$ cat src/rtl/fetch_queue.sv
// DEPTH-entry instruction / PC+4 queue between fetch and decode; presents a NOP when empty.
// Optional FETCHQ_BYPASS_EN forwards a push straight to decode while the queue is empty.
module fetch_queue #(
    parameter int IW    = 32,
    parameter int PCW   = 32,
    parameter int DEPTH = 4
) (
    input  logic                       clk,
    input  logic                       reset,
    input  logic                       push_valid,
    input  logic [IW-1:0]              push_instr,
    input  logic [PCW-1:0]             push_pcplus4,
    output logic                       push_ready,
    input  logic                       pop_ready,
    output logic                       pop_valid,
    output logic [IW-1:0]              instrD,
    output logic [PCW-1:0]             pcplus4D,
    input  logic                       flush,
    output logic [$clog2(DEPTH+1)-1:0] count,
    output logic                       ovf_err
);

    localparam int PTRW = $clog2(DEPTH);
    localparam int CNTW = $clog2(DEPTH+1);
    localparam logic [CNTW-1:0] FULL_CNT = CNTW'(DEPTH);

    logic [IW-1:0]   instrMem [DEPTH];
    logic [PCW-1:0]  pcMem    [DEPTH];
    logic [PTRW-1:0] rdPtr, wrPtr;
    logic [CNTW-1:0] cntQ;
    logic            ovfQ;

    logic headValid, bypassActive, pushFire, popFire, wrEn, rdEn, ovfSet;

    assign headValid = (cntQ != '0);

`ifdef FETCHQ_BYPASS_EN
    // Bypass is suppressed while reset is held so decode never sees a live entry in reset.
    assign bypassActive = reset & ~headValid & push_valid & ~flush;
`else
    assign bypassActive = 1'b0;
`endif

    always_comb begin
        pop_valid = headValid | bypassActive;
        instrD    = '0;
        pcplus4D  = '0;
        if (headValid) begin
            instrD   = instrMem[rdPtr];
            pcplus4D = pcMem[rdPtr];
        end else if (bypassActive) begin
            instrD   = push_instr;
            pcplus4D = push_pcplus4;
        end
    end

    assign push_ready = (cntQ < FULL_CNT) | (pop_ready & pop_valid);
    assign pushFire   = push_valid & push_ready & ~flush;
    assign popFire    = pop_ready & pop_valid & ~flush;
    assign ovfSet     = push_valid & ~push_ready & ~flush;

    // A bypassed entry consumed in the same cycle never touches storage or pointers.
    assign wrEn = pushFire & ~(bypassActive & pop_ready);
    assign rdEn = popFire & ~bypassActive;

    assign count   = cntQ;
    assign ovf_err = ovfQ;

    always_ff @(posedge clk or negedge reset) begin
        if (!reset) begin
            rdPtr <= '0;
            wrPtr <= '0;
            cntQ  <= '0;
            ovfQ  <= 1'b0;
        end else begin
            if (ovfSet)
                ovfQ <= 1'b1;
            if (flush) begin
                rdPtr <= '0;
                wrPtr <= '0;
                cntQ  <= '0;
            end else begin
                if (wrEn)
                    wrPtr <= wrPtr + PTRW'(1);
                if (rdEn)
                    rdPtr <= rdPtr + PTRW'(1);
                if (wrEn && !rdEn)
                    cntQ <= cntQ + CNTW'(1);
                else if (rdEn && !wrEn)
                    cntQ <= cntQ - CNTW'(1);
            end
        end
    end

    // Storage holds data only; its contents after reset are irrelevant.
    always_ff @(posedge clk) begin
        if (wrEn) begin
            instrMem[wrPtr] <= push_instr;
            pcMem[wrPtr]    <= push_pcplus4;
        end
    end

endmodule

$ cat config.mk
export PLATFORM = sky130hd
export DESIGN_NAME = fetch_queue
export DESIGN_NICKNAME = d
export VERILOG_FILES = /design/src/rtl/fetch_queue.sv
export SDC_FILE = /design/constraint.sdc
export NUM_CORES = 1
export LEC_CHECK = 0
export CORE_MARGIN = 4
export CORE_UTILIZATION = 35
export CTS_CLUSTER_DIAMETER = 80
export DETAILED_ROUTE_END_ITERATION = 12
export PLACE_DENSITY = 0.52
export SLEW_MARGIN = 25
export SYNTH_ARGS = -nofsm -noshare
export SYNTH_HDL_FRONTEND = slang
export SYNTH_SLANG_ARGS = --single-unit
$ cat constraint.sdc
create_clock -name clk -period 6.5 [get_ports clk]
set_input_delay 1.625 -clock clk [delete_from_list [all_inputs] [get_ports clk]]
set_output_delay 1.625 -clock clk [all_outputs]
set_load 0.02 [all_outputs]
==> run metrics <==
post-DR wirelength/cell 19.7 um; pin count of the biggest net entering global routing 45; fin area 0.0131 sq mm; RSZ-0062 raised after global routing no; internal reg-to-reg setup slack 4080 ps; Synth cell types 28; Syn Nets 546; Tightest Pin Transition 964 ps; CTS sink cnt 264; crit path kind flip-flop to primary output; hpwl dp 11,800 um; Final period util 0.756; register area 0.00790 sq mm; leakage power 4.15 nW; Worst path top cell family by delay flip-flops; CP Data Required Time 4880 ps; endpoint of the worst register-to-register path pcMem[3][10]$_DFFE_PP_; ANT cells 0; number of max-cap violations 0; antenna violations before repair 0; CP peak stage delay 1040 ps; htree depth 1; CTS resizes 0; Buf+Inv Stages, Crit Path 2; Starting DRT DRC Count 254; Main synth FF type edfxtp_1; setup TNS 0 ps; max-slew violation count 0; Setup Viol. Count Final 0; Crit-path slowest cell dfrtp_4; GP Congestion 0.747; core region area 0.0288 sq mm; total number of yosys warnings 0; latest clock arrival within the worst-skew pair 540 ps; area leader, netlist edfxtp_1; Port Buffers 138; Clock Skew 20.3 ps; Post-Syn Area per Cell 21.7 sq um; full die area 0.0320 sq mm; post-route ant nets 0; global-route usage over all layers 0.126; layout cell share with drive strength beyond 1 0.195; top cell types by occurrence after synthesis edfxtp_1, and2_1, mux4_2; clock-pin slew on the worst setup and hold paths 50 ps; CP max FO 44; Hold EP ovf_err$_DFFE_PN0P_; final WL 20,300 um; worst hold start ovf_err$_DFFE_PN0P_; die height 179 um; Placed Area 0.0121 sq mm; initial core utilization 0.356; depth of the worst hold-timing path 2; clock root buffer clkbuf_16; Via-to-Cell Ratio 4.82; Worst Hold Class flip-flop to flip-flop; asr flop ratio synth 0.0303; CP endpoint kind primary output; min Tclk post-route 4910 ps; CP arrival 3290 ps; Setup crit start kind flip-flop; Final Util 0.454; Rel. slew slack 0.356; Overflow after GRT 0; first-pass GRT wire length 31,100 um; CTS Buf Count 29; maximum clock rate 203 MHz; vias in the first global route 5,446; CP cell instances buf_4, mux4_2, and2_1, clkdlybuf4s50_1; CTS tree done; # nets final 697; reg-to-reg critical path startpoint count[2]$_DFFE_PN0P_; Synth top area share 0.751; Mapped Area 0.0102 sq mm; io pins 139; main area contributors after synthesis edfxtp_1, mux4_2, and2_1, dfrtp_1, buf_6; endpoints failing hold 0; pwr dens 383 mW/mm^2; hold_buf cts 0; synthesized netlist cell count 472; flops & latches, synth 264; DRT Pass-1 Iters 4; VDD IR max 0.221 mV; die width 179 um; # rows 62; setup repair bufs after CTS 0; Longest Clk Path Bufs 3; Seq/Total Area, Yosys 0.771; most numerous cell in the Yosys netlist edfxtp_1; status complete, no violations; fillcell total 2,450; Worst Reg-to-Reg Cells 4; # DRC 0; Vias 4,961; footprint of the multi-input gates 0.00218 sq mm; Synth-to-Final Area Change 27.7%; Post-synth EDFFs 256
[report_power, final]
part | total [mW] | leakage [nW] | internal [mW] | switching, mW
clock | 1.64 | 0.475 | 1.01 | 0.631
combinational | 1.33 | 1.25 | 0.693 | 0.632
sequential | 2.04 | 2.42 | 1.94 | 0.0996
total | 5.00 | 4.15 | 3.64 | 1.36
[how the worst max path moves through the flow]
| stage | slack (ps) | cells after the start | end | start |
|---|---|---|---|---|
| 2_1_floorplan | 2260 | 4 | instrMem[0][0]$_DFFE_PP_ | push_valid |
| 3_3_place_gp | 1650 | 4 | push_ready | pop_ready |
| 5_1_grt | 1320 | 4 | instrD[26] | rdPtr[0]$_DFFE_PN0P_ |
| 3_5_place_dp | 1630 | 4 | push_ready | pop_ready |
| 4_1_cts | 1450 | 4 | instrD[2] | rdPtr[0]$_DFFE_PN0P_ |
| 6_report | 1590 | 4 | instrD[2] | rdPtr[0]$_DFFE_PN0P_ |
[area by class of cell]
type / count / share of cell area
clock inverter: 6 / 0.00689
timing repair buffer: 146 / 0.115
clock buffer: 48 / 0.0679
sequential: 264 / 0.604
inverter: 9 / 0.00258
tap: 384 / 0.0368
multi-input combinational: 173 / 0.167
[layout by cell type, fill, tap and decap left out, drive strengths merged]
master	Yosys	final
buf	14	8
nand2b	2	2
edfxtp	256	256
o31ai	2	2
mux4	64	64
and2	69	69
nor2	2	2
a221oi	2	2
a21oi	5	5
bufinv	0	2
clkinv	0	1
fa	1	1
or3b	1	1
inv	9	11
or2	2	2
a31oi	2	2
nand3	3	3
o311ai	1	1
ha	4	4
nor2b	1	1
clkdlybuf4s50	0	138
clkinvlp	0	1
dfrtp	8	8
and2b	1	1
clkbuf	12	48
o2111ai	1	1
o21ai	3	3
nor3	4	4
o311a	1	1
xor2	2	2
[cells by family after synthesis]
kind of cell	Yosys count	synth area share
muxes	64	0.141
and+or+nand+nor	85	0.0510
DFF	264	0.771
AOI/OAI and AO/OA	17	0.0110
buffers and inverters	35	0.0179
xor gates and xnor gates	2	0.00171
adders and majority gates	5	0.00685
[metrics by stage]
| step | instances | hold WS, ps | setup WS (ps) | power (mW) |
|---|---|---|---|---|
| 3_5_place_dp | 976 | 463 | 1630 | 3.44 |
| 2_1_floorplan | 472 | 557 | 2260 | 2.84 |
| 4_1_cts | 1030 | 487 | 1450 | 5.09 |
| 5_1_grt | 1030 | 523 | 1320 | 5.24 |
| 6_report | 1030 | 477 | 1590 | 5.00 |
| 3_3_place_gp | 971 | 463 | 1650 | 3.43 |
[worst min-delay path, cell delays in order, from the launching register on]
cell	delay, ps
dfrtp_1	340
inv_1	40
o31ai_1	50
[registers in the layout (all words and copies together), names as in the netlist]
| name | cells |
|---|---|
| instrMem | 128 |
| ovf_err | 1 |
| wrPtr | 2 |
| count | 3 |
| rdPtr | 2 |
| pcMem | 128 |
[routing by layer]
layer  up-vias  wire [um]  global-route usage
met5         -          0                   0
met4         0        348              0.0320
met3        23       1040              0.0245
met2       124      10500               0.218
met1      2601       8480               0.165
li1       2213          -                   -
Note: power is estimated with default switching activity, not from simulation.
